### config.mk
export PLATFORM = sky130hd
export DESIGN_NAME = dff_pattern_load
export DESIGN_NICKNAME = d
export VERILOG_FILES = /design/src/rtl/dff_test_pkg.sv /design/src/rtl/pi_input_sync.sv /design/src/rtl/dff_pattern_load.sv
export SDC_FILE = /design/constraint.sdc
export NUM_CORES = 1
export LEC_CHECK = 0
export ABC_AREA = 1
export ABC_CLOCK_PERIOD_IN_PS = 5690
export BUFFER_PORTS_ARGS = -buffer_cell sky130_fd_sc_hd__buf_2
export CAP_MARGIN = 40
export CELL_PAD_IN_SITES_DETAIL_PLACEMENT = 1
export CELL_PAD_IN_SITES_GLOBAL_PLACEMENT = 1
export CORE_UTILIZATION = 46
export CTS_BUF_LIST = sky130_fd_sc_hd__clkbuf_16
export CTS_CLUSTER_SIZE = 40
export DETAILED_ROUTE_END_ITERATION = 8
export GPL_ROUTABILITY_DRIVEN = 0
export PLACE_DENSITY = 0.81
export SETUP_SLACK_MARGIN = 0.4
export SYNTH_ARGS = -nofsm -noshare
export SYNTH_HDL_FRONTEND = slang
export SYNTH_HIERARCHICAL = 1
export SYNTH_SLANG_ARGS = --single-unit
### constraint.sdc
create_clock -name CLK_50M -period 5.69 [get_ports CLK_50M]
set_clock_uncertainty 0.05 [all_clocks]
set_input_delay 0.2845 -clock CLK_50M [delete_from_list [all_inputs] [get_ports CLK_50M]]
set_output_delay 0.2845 -clock CLK_50M [all_outputs]
set_load 0.03 [all_outputs]
### src/rtl/dff_test_pkg.sv
// Shared types and constants for the DFF test fixture pattern loader.
package dff_test_pkg;

    localparam int DFF_NUM_BITS    = 19;
    localparam int DFF_SYNC_STAGES = 2;

    typedef enum logic [2:0] {
        IDLE  = 3'd0,
        SETUP = 3'd1,
        PULSE = 3'd2,
        HOLD  = 3'd3,
        DONE  = 3'd4
    } dff_state_e;

    // Bit counter must hold NUM_BITS+1 (frame length with the optional parity bit).
    function automatic int dff_cnt_width(input int num_bits);
        return $clog2(num_bits + 2);
    endfunction

endpackage

### src/rtl/pi_input_sync.sv
// Synchronizer chain plus rising-edge detector for one slow Pi input.
// Edge pulses are masked for SYNC_STAGES+1 cycles after reset so a pin that
// is already high when reset releases does not look like a fresh edge.
module pi_input_sync
    import dff_test_pkg::*;
#(
    parameter int SYNC_STAGES = DFF_SYNC_STAGES
) (
    input  logic i_clk,
    input  logic i_srst,
    input  logic i_async,
    output logic o_level,
    output logic o_rise
);

    localparam int SUP_W = $clog2(SYNC_STAGES + 2);

    logic [SYNC_STAGES-1:0] r_sync;
    logic                   r_prev;
    logic [SUP_W-1:0]       r_sup;

    // Metastability chain followed by the edge-history register.
    always_ff @(posedge i_clk) begin
        if (i_srst) begin
            r_sync <= '0;
            r_prev <= 1'b0;
        end else begin
            r_sync <= {r_sync[SYNC_STAGES-2:0], i_async};
            r_prev <= r_sync[SYNC_STAGES-1];
        end
    end

    // Post-reset mask counter; counts down to zero and stays there.
    always_ff @(posedge i_clk) begin
        if (i_srst) begin
            r_sup <= SUP_W'(SYNC_STAGES + 1);
        end else if (r_sup != '0) begin
            r_sup <= r_sup - SUP_W'(1);
        end
    end

    assign o_level = r_sync[SYNC_STAGES-1];
    assign o_rise  = r_sync[SYNC_STAGES-1] & ~r_prev & (r_sup == '0);

endmodule

### src/rtl/dff_pattern_load.sv
// Serial pattern loader: shifts a Pi-supplied frame in, commits it to the DUT
// D-inputs on a load strobe, then issues one DUT clock pulse after a setup gap.
// Optional feature macro: DFF_PARITY_EN (frame gains a trailing even-parity bit).
module dff_pattern_load
    import dff_test_pkg::*;
#(
    parameter int NUM_BITS    = DFF_NUM_BITS,
    parameter int SYNC_STAGES = DFF_SYNC_STAGES,
    parameter int SETUP_CYC   = 8,
    parameter int PULSE_CYC   = 4
) (
    input  logic                CLK_50M,
    input  logic                RST,
    input  logic                data_clk_pi_in,
    input  logic                data_in_pi,
    input  logic                load_pattern_pi,
    output logic [NUM_BITS-1:0] DB_DFFD,
    output logic                DB_DFF_CLK,
    output logic                pattern_ack_pi,
    output logic                frame_err_pi
);

`ifdef DFF_PARITY_EN
    localparam int FRAME_BITS = NUM_BITS + 1;
`else
    localparam int FRAME_BITS = NUM_BITS;
`endif
    localparam int CNT_W  = dff_cnt_width(NUM_BITS);
    localparam int PH_MAX = (SETUP_CYC > PULSE_CYC) ? SETUP_CYC : PULSE_CYC;
    localparam int PH_W   = $clog2(PH_MAX + 1);

    // Input index map: 0 = serial data, 1 = bit clock, 2 = load strobe.
    logic [2:0] w_pins;
    logic [2:0] w_level;
    logic [2:0] w_rise;
    logic       w_unused;

    assign w_pins = {load_pattern_pi, data_clk_pi_in, data_in_pi};

    genvar gi;
    generate
        for (gi = 0; gi < 3; gi++) begin : g_pi_sync
            pi_input_sync #(
                .SYNC_STAGES(SYNC_STAGES)
            ) u_sync (
                .i_clk   (CLK_50M),
                .i_srst  (RST),
                .i_async (w_pins[gi]),
                .o_level (w_level[gi]),
                .o_rise  (w_rise[gi])
            );
        end
    endgenerate

    logic w_data;
    logic w_dclk_rise;
    logic w_load_rise;

    assign w_data      = w_level[0];
    assign w_dclk_rise = w_rise[1];
    assign w_load_rise = w_rise[2];
    assign w_unused    = ^{w_rise[0], w_level[2:1]};

    logic [FRAME_BITS-1:0] r_shreg;
    logic [CNT_W-1:0]      r_bit_cnt;
    logic                  r_ovf;
    dff_state_e            r_state;
    logic [PH_W-1:0]       r_phase;
    logic [NUM_BITS-1:0]   r_dffd;
    logic                  r_dff_clk;
    logic                  r_ack;
    logic                  r_err;

    logic [FRAME_BITS-1:0] w_shreg_next;
    logic [CNT_W-1:0]      w_cnt_next;
    logic                  w_ovf_next;
    logic [NUM_BITS-1:0]   w_pattern;
    logic                  w_parity_ok;
    logic                  w_frame_ok;

    // Shift applied first so a same-cycle load sees the updated count.
    always_comb begin
        w_shreg_next = r_shreg;
        w_cnt_next   = r_bit_cnt;
        w_ovf_next   = r_ovf;
        if (w_dclk_rise) begin
            w_shreg_next = {r_shreg[FRAME_BITS-2:0], w_data};
            if (r_bit_cnt == CNT_W'(FRAME_BITS)) begin
                w_ovf_next = 1'b1;
            end else begin
                w_cnt_next = r_bit_cnt + CNT_W'(1);
            end
        end
    end

    assign w_pattern = w_shreg_next[FRAME_BITS-1 -: NUM_BITS];
`ifdef DFF_PARITY_EN
    assign w_parity_ok = ~(^w_shreg_next);
`else
    assign w_parity_ok = 1'b1;
`endif
    assign w_frame_ok = (w_cnt_next == CNT_W'(FRAME_BITS)) && !w_ovf_next && w_parity_ok;

    // Frame shift register and length tracking; a load in IDLE restarts the frame.
    always_ff @(posedge CLK_50M) begin
        if (RST) begin
            r_shreg   <= '0;
            r_bit_cnt <= '0;
            r_ovf     <= 1'b0;
        end else begin
            r_shreg <= w_shreg_next;
            if (w_load_rise && (r_state == IDLE)) begin
                r_bit_cnt <= '0;
                r_ovf     <= 1'b0;
            end else begin
                r_bit_cnt <= w_cnt_next;
                r_ovf     <= w_ovf_next;
            end
        end
    end

    // Commit / setup / pulse / hold / done sequencer with registered outputs.
    always_ff @(posedge CLK_50M) begin
        if (RST) begin
            r_state   <= IDLE;
            r_phase   <= '0;
            r_dffd    <= '0;
            r_dff_clk <= 1'b0;
            r_ack     <= 1'b0;
            r_err     <= 1'b0;
        end else begin
            if (w_dclk_rise || w_load_rise) begin
                r_ack <= 1'b0;
            end
            if (w_load_rise && (r_state != IDLE)) begin
                r_err <= 1'b1;
            end
            case (r_state)
                IDLE: begin
                    if (w_load_rise) begin
                        if (w_frame_ok) begin
                            r_dffd  <= w_pattern;
                            r_err   <= 1'b0;
                            r_phase <= '0;
                            r_state <= SETUP;
                        end else begin
                            r_err <= 1'b1;
                        end
                    end
                end
                SETUP: begin
                    if (r_phase == PH_W'(SETUP_CYC - 1)) begin
                        r_dff_clk <= 1'b1;
                        r_phase   <= '0;
                        r_state   <= PULSE;
                    end else begin
                        r_phase <= r_phase + PH_W'(1);
                    end
                end
                PULSE: begin
                    if (r_phase == PH_W'(PULSE_CYC - 1)) begin
                        r_dff_clk <= 1'b0;
                        r_phase   <= '0;
                        r_state   <= HOLD;
                    end else begin
                        r_phase <= r_phase + PH_W'(1);
                    end
                end
                HOLD: begin
                    if (r_phase == PH_W'(PULSE_CYC - 1)) begin
                        r_phase <= '0;
                        r_state <= DONE;
                    end else begin
                        r_phase <= r_phase + PH_W'(1);
                    end
                end
                DONE: begin
                    r_ack   <= 1'b1;
                    r_state <= IDLE;
                end
                default: begin
                    r_state <= IDLE;
                end
            endcase
        end
    end

    assign DB_DFFD        = r_dffd;
    assign DB_DFF_CLK     = r_dff_clk;
    assign pattern_ack_pi = r_ack;
    assign frame_err_pi   = r_err;

endmodule

# Word level (Yosys, flattened, before mapping)
# Index checks and enable logic that the tools add are counted.
dict set report totals {
  ff_bits 66
  out_inout_bits 22
}
dict set report classes {
  add_sub_neg 4
  eq_ne 13
  muxes 25
  bitwise 6
  n_reduce_logical 20
}
# operator count
set ops {}
lappend ops {{two-way mux 19 bit} 1}
lappend ops {{two-way mux 4 bit} 4}
lappend ops {{two-way mux 3 bit} 5}
lappend ops {{case mux 3 bit (4 select lines)} 1}
lappend ops {{case mux 4 bit (3 select lines)} 1}
lappend ops {{== test 5 bit (second input constant)} 2}
lappend ops {{two-way mux 1 bit} 10}
lappend ops {{two-way mux 5 bit} 2}
lappend ops {{!= test 2 bit (second input constant)} 5}
lappend ops {{AND reduction 3 bit} 3}
lappend ops {{nonzero test 2 bit} 4}
lappend ops {{== test 3 x 2 -> 1 bit (second input constant)} 2}
lappend ops {{nonzero test 3 bit} 2}
lappend ops {{adder 5 x 1 -> 5 bit (second input constant)} 1}
lappend ops {{AND reduction 5 bit} 1}
lappend ops {{adder 4 x 1 -> 4 bit (second input constant)} 1}
lappend ops {{bitwise AND 1 bit} 4}
lappend ops {{== test 4 x 2 -> 1 bit (second input constant)} 1}
lappend ops {{== test 4 x 3 -> 1 bit (second input constant)} 1}
lappend ops {{logical NOT 2 bit} 2}
lappend ops {{OR reduction 2 bit} 2}
lappend ops {{subtractor 2 x 1 -> 2 bit (second input constant)} 2}
lappend ops {{== test 3 x 1 -> 1 bit (second input constant)} 1}
lappend ops {{== test 3 bit (second input constant)} 1}
lappend ops {{other kinds (6)} 9}

# Depth between registers and ports, before layout
# Gate-level depths: netlist of the first run.
dict set report logic_depth {
  depth_word 9
  ltp_mapped 17
  ltp_nobuf 16
}

# Cells and area by module
# The synthesis of the first run kept the hierarchy.
# module n_inst cells_per_inst area_per_inst_um2 seq_area_each_um2
set by_module_without_submodules {}
lappend by_module_without_submodules {dff_pattern_load 1 356 2449.8 1081.0}
lappend by_module_without_submodules {pi_input_sync 3 25 186.4 100.1}

# Worst setup path after synthesis of the first run
# No wires, ideal clock.
dict set report synth_timing {
  kind {reg-to-reg}
  from {reg g_pi_sync[1].u_sync.r_sup[0]}
  to {reg r_dffd[18], in the netlist DB_DFFD[18]}
  setup_time_ns 0.075
  t_arrival_ns 1.786
  required_ns 5.565
  path_slack_ns 3.780
  path_stages_with_launch 14
  path_cell_list {dfxtp_1 inv_1 ha_1 nand2_1 nor2_1 buf_6 nand2_2 nor3_4 nor2_2 nor2_2 nand4_2 buf_6 buf_12 a22oi_4}
}
dict set report synth_between {
  elab_chain_len 6
}
# element line_no
set synth_lines {}
lappend synth_lines {{from (decl)} pi_input_sync.sv:20} ;# logic [SUP_W-1:0] r_sup;
lappend synth_lines {{from (signal assigned)} pi_input_sync.sv:36} ;# r_sup <= SUP_W'(SYNC_STAGES + 1);
lappend synth_lines {{from (signal assigned)} pi_input_sync.sv:38} ;# r_sup <= r_sup - SUP_W'(1);
lappend synth_lines {{logical NOT 2 bit *} pi_input_sync.sv:43} ;# assign o_rise = r_sync[SYNC_STAGES-1] & ~r_prev & (r_sup == '0);
lappend synth_lines {{bitwise AND 1 bit *} pi_input_sync.sv:43}
lappend synth_lines {{named net w_dclk_rise} dff_pattern_load.sv:56} ;# logic w_dclk_rise;
lappend synth_lines {{two-way mux 5 bit / two-way mux 1 bit (equally long branches)} dff_pattern_load.sv:86} ;# if (w_dclk_rise) begin
lappend synth_lines {{== test 5 bit / logical NOT 1 bit (equally long branches)} dff_pattern_load.sv:102} ;# assign w_frame_ok = (w_cnt_next == CNT_W'(FRAME_BITS)) && !w_ovf_next && w_parity_ok;
lappend synth_lines {{logical AND 1 bit} dff_pattern_load.sv:102}
lappend synth_lines {{AND reduction 3 bit (no source line)} n/a}
lappend synth_lines {{to (signal assigned)} dff_pattern_load.sv:142} ;# r_dffd <= w_pattern;
lappend synth_lines {{to (decl)} dff_pattern_load.sv:69} ;# logic [NUM_BITS-1:0] r_dffd;
# Mark *: on every way through the listed nets, which the timed path passes. The rest lies on a longest branch.
# A chain may end at the register's enable or synchronous reset.

# Worst setup path after layout of the first run
dict set report layout_timing {
  from {reg g_pi_sync[1].u_sync.r_sup[0]}
  to {reg r_dffd[13], in the netlist DB_DFFD[13]}
}
# The elaborated chain is that of the path after synthesis.

==> results.json, run 1 <==
{
  "port-buffer-count": 26,
  "cts.clk_slew.worst_paths_ns": 0.06,
  "cts.repair.resized": 0,
  "cts_tree": "done",
  "cp.arrival_ns": 3.68,
  "start_kind": "flip-flop",
  "required_ns": 5.87,
  "p_seq_share_pct": 43.2,
  "final_hold_viol_count": 0,
  "end_kind": "flip-flop",
  "track_usage_pct": 23.2,
  "critPathSlowestCell": "nand2_1",
  "p_sw_mw": 0.238,
  "synth_area_sq_um": 2880,
  "ir_drop_mv": 0.226,
  "fp.dieW_um": 81.1,
  "power.density_nw_per_um2": 331,
  "drt.antenna.violating_nets": 0,
  "path_class": "flip-flop to flip-flop",
  "num_io_pins": 27,
  "place_area_sq_um": 3020,
  "cts_max_level": 3,
  "fin_hold_ws_ns": 0.108,
  "totalWireLength_um": 6680,
  "die_area_sq_um": 6580,
  "cts_setup_buffers": 0,
  "worst_slew_pin_slew_ns": 0.734,
  "drive_above_1_share_pct": 14.2,
  "syn_nets": 421,
  "power.share.switching_pct": 21.6,
  "overflow": 0,
  "vias": 2449,
  "total_power_mw": 1.10,
  "leakagePower_nw": 1.86,
  "first_iter_violations": 93,
  "maxCapViolCount": 0,
  "fmax_mhz": 286,
  "post-dp-hpwl_um": 4330,
  "grt_pass1_wl_um": 11400,
  "comb_power_share_pct": 4.0,
  "stdcell_area_sq_um": 3330,
  "placed_cells": 502,
  "first_pass_iters": 4,
  "die_y_um": 81.1,
  "layout_commonest_cell": "nand2_1",
  "clock_latency_ns": 0.33,
  "grt_max_degree": 30,
  "antenna_found_initial": 0,
  "layout_common_cells": "104 x nand2_1, 96 x inv_1, 66 x dfxtp_1, 60 x nor2_1, 26 x buf_2",
  "grt_pass1_vias": 2577,
  "crit_top_cell": "nand2_1",
  "grt_setup_unrepaired": "no",
  "post-route-period-util_pct": 61.5,
  "path_cells": "inv_1, ha_1, nand2_1, nor2_1, buf_4, nand2_2, clkinv_1, nand4_1, nand2_1, inv_2, nor2_1, nand4_2, nand2_1, nand2_1, nand2_1, inv_1",
  "clock-sinks": 66,
  "tns_ns": 0,
  "crit_family": "simple AND/OR/NAND/NOR gates",
  "insertedDiodeCount": 0,
  "power_frac_clock_pct": 52.7,
  "fin_cells": 518,
  "synth_warnings": 6,
  "via_per_inst": 4.73,
  "final.min_clock_period_ns": 3.50,
  "cts_hold_buf": 0,
  "drc": 0,
  "setup_viol": 0,
  "initial_core_util_pct": 48.0,
  "min_path_type": "input port to flip-flop",
  "root_buffer": "clkbuf_16",
  "wl_per_cell_um": 12.9,
  "drv_slew": 0,
  "coreArea_sq_um": 5990,
  "status": "completed",
  "slew_headroom_pct": 50.9,
  "crit_buf_inv": 5,
  "area_growth_pct": 15.8,
  "slowest_delay_ns": 0.82,
  "synth_area_per_cell_sq_um": 6.98,
  "power.internal_mw": 0.865,
  "synth_cells": 412,
  "row_count": 28,
  "clk_path_buf_depth": 2,
  "cts_buffers": 9,
  "crit_fanout": 26,
  "nNetsFinal": 447
}
## per-layer routing
layer  track usage (%)  share of wire (%)  up-vias
li1                  -                  -     1250
met5                 0                  0        -
met3              4.16                2.8       13
met1              24.0                 43     1160
met2              43.8                 52       26
met4              12.7                2.0        0
## path summary, 6_finish.rpt
kind / start / to / slack (ns) / cells after the start
min: data_in_pi / g_pi_sync[0].u_sync/r_sync[0] / 0.11 / 3
max reg2reg: g_pi_sync[1].u_sync/r_sup[0] / DB_DFFD[13] / 2.19 / 16
max: g_pi_sync[1].u_sync/r_sup[0] / DB_DFFD[13] / 2.19 / 16
min reg2reg: g_pi_sync[2].u_sync/r_sync[0] / g_pi_sync[2].u_sync/r_sync[1] / 0.35 / 2
## sequential cells by signal, summed over array words and instances, names as in the netlist, 2 cells and up
register,count
g_pi_sync.u_sync/r_sup,4
r_phase,4
DB_DFFD,19
g_pi_sync.u_sync/r_prev,2
g_pi_sync.u_sync/r_sync,6
r_shreg,19
r_state,3
r_bit_cnt,5
## metrics by stage
step / setup WS (ns) / util, %
5_1_grt: 1.72 / 55.6
3_3_place_gp: 2.30 / 50.4
3_5_place_dp: 2.15 / 50.4
4_1_cts: 2.07 / 55.6
2_1_floorplan: 3.78 / -
6_report: 2.19 / 55.6
## worst reg2reg max path, stage by stage, from the launching register on
cell and delay (ns):
dfxtp_1 0.31, inv_1 0.08, ha_1 0.23, nand2_1 0.07, nor2_1 0.09, buf_4 0.29, nand2_2 0.14, clkinv_1 0.07
nand4_1 0.07, nand2_1 0.10, inv_2 0.05, nor2_1 0.17, nand4_2 0.60, nand2_1 0.82, nand2_1 0.13, nand2_1 0.10
inv_1 0.04
## final cells by class
type | instances | area [sq um]
clock inverter | 7 | 86.3
fill | 800 | 2660
tap | 75 | 93.8
clock buffer | 9 | 225
timing repair buffer | 27 | 138
sequential | 66 | 1320
inverter | 97 | 364
multi-input combinational | 237 | 1100
## power by group through the flow
stage / registers, mW / logic, mW / clock network (mW)
after floorplan: 0.486 / 0.0336 / 0
after global placement: 0.486 / 0.0408 / 0
after detailed placement: 0.487 / 0.0447 / 0
after CTS: 0.477 / 0.0452 / 0.587
after global routing: 0.478 / 0.0520 / 0.604
final: 0.477 / 0.0443 / 0.582
(Power assumes the default switching activity.)
==> inputs of run 2 (changes only) <==
--- a/config.mk
+++ b/config.mk
@@ -6,17 +6,17 @@
 export NUM_CORES = 1
 export LEC_CHECK = 0
 export ABC_AREA = 1
-export ABC_CLOCK_PERIOD_IN_PS = 5690
+export ABC_CLOCK_PERIOD_IN_PS = 3300
 export BUFFER_PORTS_ARGS = -buffer_cell sky130_fd_sc_hd__buf_2
 export CAP_MARGIN = 40
 export CELL_PAD_IN_SITES_DETAIL_PLACEMENT = 1
 export CELL_PAD_IN_SITES_GLOBAL_PLACEMENT = 1
-export CORE_UTILIZATION = 46
+export CORE_UTILIZATION = 42
 export CTS_BUF_LIST = sky130_fd_sc_hd__clkbuf_16
 export CTS_CLUSTER_SIZE = 40
 export DETAILED_ROUTE_END_ITERATION = 8
 export GPL_ROUTABILITY_DRIVEN = 0
-export PLACE_DENSITY = 0.81
+export PLACE_DENSITY = 0.75
 export SETUP_SLACK_MARGIN = 0.4
 export SYNTH_ARGS = -nofsm -noshare
 export SYNTH_HDL_FRONTEND = slang
==> constraint.sdc (replaced) <==
create_clock -name CLK_50M -period 3.3 [get_ports CLK_50M]
set_clock_uncertainty 0.05 [all_clocks]
set_input_delay 0.165 -clock CLK_50M [delete_from_list [all_inputs] [get_ports CLK_50M]]
set_output_delay 0.165 -clock CLK_50M [all_outputs]
set_load 0.03 [all_outputs]
==> run 2 against run 1 <==
The run now ends with DRC left. Global-route usage fell by 4.2 points. Total power grew 63%. Critical path depth is 2 lower. Sequential power grew 73%. Combinational power rose by 75%. Register-to-register slack worse by 1.5 ns. Largest power group unchanged.
==> results.json, run 2 (synthesized netlist as in run 1, its figures left out) <==
{
  "status": "complete, but fails checks",
  "violations": "DRC",
  "drv_slew": 0,
  "slew_headroom_pct": 56.5,
  "nNetsFinal": 453,
  "start_kind": "flip-flop",
  "drive_above_1_share_pct": 14.7,
  "drt.antenna.violating_nets": 0,
  "crit_fanout": 20,
  "grt_pass1_vias": 2394,
  "port-buffer-count": 26,
  "final_hold_viol_count": 0,
  "worst_slew_pin_slew_ns": 0.652,
  "post-dp-hpwl_um": 3990,
  "final.min_clock_period_ns": 2.56,
  "layout_commonest_cell": "nand2_1",
  "leakagePower_nw": 1.88,
  "num_io_pins": 27,
  "min_path_type": "input port to flip-flop",
  "wl_per_cell_um": 11.6,
  "track_usage_pct": 19.0,
  "drc": 1,
  "overflow": 0,
  "first_pass_iters": 6,
  "path_class": "flip-flop to flip-flop",
  "coreArea_sq_um": 6490,
  "die_y_um": 84.8,
  "maxCapViolCount": 0,
  "setup_viol": 0,
  "clock_latency_ns": 0.32,
  "cts_buffers": 9,
  "cts_setup_buffers": 0,
  "grt_setup_unrepaired": "no",
  "cp.arrival_ns": 2.73,
  "fmax_mhz": 390,
  "tns_ns": 0,
  "clock-sinks": 66,
  "first_iter_violations": 80,
  "required_ns": 3.47,
  "root_buffer": "clkbuf_16",
  "initial_core_util_pct": 44.3,
  "cts_tree": "done",
  "cts.clk_slew.worst_paths_ns": 0.05,
  "ir_drop_mv": 0.233,
  "totalWireLength_um": 6060,
  "stdcell_area_sq_um": 3350,
  "vias": 2415,
  "fp.dieW_um": 84.8,
  "die_area_sq_um": 7190,
  "grt_max_degree": 30,
  "cts_max_level": 3,
  "via_per_inst": 4.60,
  "grt_pass1_wl_um": 10700,
  "layout_common_cells": "103 x nand2_1, 96 x inv_1, 66 x dfxtp_1, 60 x nor2_1, 26 x buf_2",
  "clk_path_buf_depth": 2,
  "end_kind": "flip-flop",
  "post-route-period-util_pct": 77.7,
  "row_count": 29,
  "area_growth_pct": 16.6,
  "fillers": 858,
  "place_area_sq_um": 3050,
  "antenna_found_initial": 0,
  "fin_hold_ws_ns": 0.275,
  "insertedDiodeCount": 0,
  "power.density_nw_per_um2": 535
}
==> run 2: worst max-delay path: stages (launching register included) <==
cell	delay, ns
dfxtp_1	0.31
inv_1	0.07
ha_1	0.21
nand2_1	0.08
nor2_1	0.39
buf_4	0.28
nand2_2	0.10
nand2_1	0.06
nand2_1	0.07
nor2_2	0.12
nand4_2	0.12
nand2_2	0.36
nand2_1	0.12
nand2_1	0.08
inv_1	0.03
==> run 2: path summary, 6_finish.rpt <==
path                                 start  depth (start not counted)                             to  slack [ns]
min reg2reg  g_pi_sync[1].u_sync/r_sync[0]                          2  g_pi_sync[1].u_sync/r_sync[1]        0.37
min                                    RST                          2     g_pi_sync[1].u_sync/r_prev        0.28
max reg2reg   g_pi_sync[1].u_sync/r_sup[0]                         14                     DB_DFFD[8]        0.74
max           g_pi_sync[1].u_sync/r_sup[0]                         14                     DB_DFFD[8]        0.74
==> run 2: area by class of cell <==
cell class	instances	area, sq um	share of cell area [%]
Multi-Input combinational cell	237	1110	33.0
Clock inverter	6	51.3	1.53
Clock buffer	9	225	6.71
Timing Repair Buffer	33	190	5.67
Tap cell	77	96.3	2.87
Sequential cell	66	1320	39.4
Inverter	97	364	10.9
==> run 2: per-layer routing <==
metal | GRT usage [%] | vias up | routed length [um]
met5 | 0 | - | 0
met4 | 8.78 | 0 | 83
met3 | 4.13 | 8 | 155
met2 | 33.0 | 23 | 3000
met1 | 22.5 | 1121 | 2830
li1 | - | 1263 | -
==> run 2: what timing repair did <==
action | CTS | global route
gates resized for setup | 0 | 1
setup endpoints to repair | 0 | 20
hold buffers | 3 | 0
hold endpoints to repair | 3 | 0
==> run 2: report_power, final <==
group | switching (mW) | internal (mW)
clock | 0.325 | 0.569
sequential | 0.00788 | 0.815
combinational | 0.0496 | 0.0280
total | 0.382 | 1.41
==> run 2: stage by stage <==
step	setup WS [ns]	util [%]	std cells	power (mW)
2_1_floorplan	1.39	-	412	0.896
3_3_place_gp	0.582	46.9	507	0.911
3_5_place_dp	0.506	46.9	507	0.915
4_1_cts	0.461	51.6	525	1.82
5_1_grt	0.435	51.6	525	1.87
6_report	0.736	51.6	525	1.79
==> inputs of run 3 (changes only) <==
--- a/config.mk
+++ b/config.mk
@@ -5,13 +5,13 @@
 export SDC_FILE = /design/constraint.sdc
 export NUM_CORES = 1
 export LEC_CHECK = 0
-export ABC_AREA = 1
-export ABC_CLOCK_PERIOD_IN_PS = 3300
+export ABC_AREA = 0
+export ABC_CLOCK_PERIOD_IN_PS = 2510
 export BUFFER_PORTS_ARGS = -buffer_cell sky130_fd_sc_hd__buf_2
 export CAP_MARGIN = 40
 export CELL_PAD_IN_SITES_DETAIL_PLACEMENT = 1
 export CELL_PAD_IN_SITES_GLOBAL_PLACEMENT = 1
-export CORE_UTILIZATION = 42
+export CORE_UTILIZATION = 46
 export CTS_BUF_LIST = sky130_fd_sc_hd__clkbuf_16
 export CTS_CLUSTER_SIZE = 40
 export DETAILED_ROUTE_END_ITERATION = 8
==> constraint.sdc (replaced) <==
create_clock -name CLK_50M -period 2.51 [get_ports CLK_50M]
set_clock_uncertainty 0.05 [all_clocks]
set_input_delay 0.1255 -clock CLK_50M [delete_from_list [all_inputs] [get_ports CLK_50M]]
set_output_delay 0.1255 -clock CLK_50M [all_outputs]
set_load 0.03 [all_outputs]
==> run 3 against run 2 <==
The flow now finishes without violations. Clock power increased by 40%. Hold slack improved by 0.069 ns. Final area up 5.0%. Die area shrank 13%. Critical path depth shrank 4. Flip-flop and latch count unchanged. Core utilization increased by 11 points. Setup slack got worse by 0.63 ns. Sequential power grew 31%. Total power rose by 36%. Wire length increased by 5.9%. Register-to-register slack got worse by 0.63 ns. Largest cell class is now multi-input combinational cells.
==> results.json, run 3 <==
{
  "status": "completed",
  "grt_pass1_wl_um": 10700,
  "first_pass_iters": 4,
  "path_class": "flip-flop to flip-flop",
  "leakagePower_nw": 1.47,
  "layout_commonest_cell": "dfxtp_1",
  "nNetsFinal": 312,
  "wl_per_cell_um": 16.9,
  "area_growth_pct": 28.2,
  "cts_max_level": 3,
  "clk_path_buf_depth": 2,
  "start_kind": "flip-flop",
  "die_y_um": 79.3,
  "coreArea_sq_um": 5640,
  "final_core_util_pct": 62.4,
  "path_cells": "inv_2, ha_4, nand2_4, nor2_4, nand4_1, xor2_2, a2111oi_4, and3_4, buf_12, mux2_4",
  "maxCapViolCount": 0,
  "grt_setup_unrepaired": "yes",
  "r2r_slack_ns": 0.10,
  "end_kind": "flip-flop",
  "totalWireLength_um": 6420,
  "layout_common_cells": "64 x dfxtp_1, 33 x nor2b_1, 30 x nor2_1, 26 x buf_2, 21 x mux2i_1",
  "synth_area_sq_um": 2750,
  "final.min_clock_period_ns": 2.41,
  "cts_tree": "done",
  "slew_headroom_pct": 47.2,
  "grt_max_degree": 42,
  "row_count": 27,
  "insertedDiodeCount": 0,
  "crit_family": "simple AND/OR/NAND/NOR gates",
  "post-dp-hpwl_um": 3720,
  "vias": 1949,
  "clock_latency_ns": 0.33,
  "final_hold_viol_count": 0,
  "first_iter_violations": 79,
  "syn_nets": 265,
  "num_io_pins": 27,
  "cts.clk_slew.worst_paths_ns": 0.06,
  "setup_viol": 0,
  "stdcell_area_sq_um": 3520,
  "slowest_delay_ns": 0.36,
  "required_ns": 2.68,
  "root_buffer": "clkbuf_16",
  "die_area_sq_um": 6280,
  "drc": 0,
  "drive_above_1_share_pct": 32.8,
  "critPathSlowestCell": "a2111oi_4",
  "min_path_type": "input port to flip-flop",
  "initial_core_util_pct": 48.7,
  "fmax_mhz": 416,
  "synth_cells": 256,
  "antenna_found_initial": 0,
  "place_area_sq_um": 2990,
  "track_usage_pct": 23.0,
  "drv_slew": 0,
  "cp.arrival_ns": 2.57,
  "crit_fanout": 7,
  "grt_pass1_vias": 2090,
  "power.density_nw_per_um2": 694,
  "via_per_inst": 5.13,
  "port-buffer-count": 26,
  "synth_area_per_cell_sq_um": 10.7,
  "total_power_mw": 2.44,
  "worst_slew_pin_slew_ns": 0.791,
  "cts_buffers": 9,
  "fp.dieW_um": 79.3,
  "ir_drop_mv": 0.469,
  "synth_warnings": 6,
  "overflow": 0,
  "post-route-period-util_pct": 95.9,
  "clock-sinks": 66,
  "crit_buf_inv": 2,
  "drt.antenna.violating_nets": 0
}
==> run 3: worst paths after layout <==
kind	from	to	cells after the start
min	RST	g_pi_sync[0].u_sync/r_sync[0]	2
max reg2reg	g_pi_sync[1].u_sync/r_sup[0]	DB_DFFD[17]	10
max	g_pi_sync[1].u_sync/r_sup[0]	DB_DFFD[17]	10
min reg2reg	g_pi_sync[1].u_sync/r_sync[0]	g_pi_sync[1].u_sync/r_sync[1]	1
==> run 3: what timing repair did <==
action | CTS | global route
endpoints found under the hold margin | 3 | 0
cloned | 1 | 0
gates resized for setup | 18 | 6
hold buffers | 3 | 0
pin swaps | 9 | 4
setup buffers | 7 | 1
setup endpoints to repair | 26 | 26
==> run 3: layout make-up <==
cell class / instances / area [sq um]
fillers: 596 / 2120
repair buffers: 47 / 352
clock inverters: 7 / 77.6
inverters: 6 / 22.5
well taps: 72 / 90.1
multi-input cells: 173 / 1430
clock buffers: 9 / 225
flip-flops and latches: 66 / 1320
==> run 3: layer usage <==
| layer | routed length [um] | track usage, % | vias to the layer above |
|---|---|---|---|
| met5 | 0 | 0 | - |
| met1 | 2830 | 26.5 | 954 |
| met2 | 3340 | 40.8 | 28 |
| met4 | 76 | 9.27 | 0 |
| met3 | 179 | 5.17 | 7 |
| li1 | - | - | 960 |
==> run 3: metrics by stage <==
step / worst slack, ns / TNS [ns] / hold slack (ns) / instances
finish: 0.103 / 0 / 0.344 / 380
global route: -0.00458 / -0.0168 / 0.381 / 380
floorplan: 0.0955 / 0 / 0.147 / 256
detailed placement: -0.0216 / -0.139 / 0.299 / 352
CTS: 0.0809 / 0 / 0.328 / 379
global placement: 0.0898 / 0 / 0.288 / 352
==> run 3: where the power goes <==
part	internal, mW	switching, mW	total, mW
sequential	1.07	0.0119	1.08
clock	0.774	0.480	1.25
combinational	0.0514	0.0569	0.108
==> run 3: worst register-to-register path: stages, from the launching register on <==
cell and delay, ns:
dfxtp_2 0.32, inv_2 0.07, ha_4 0.14, nand2_4 0.05
nor2_4 0.16, nand4_1 0.17, xor2_2 0.20, a2111oi_4 0.36
and3_4 0.32, buf_12 0.16, mux2_4 0.31
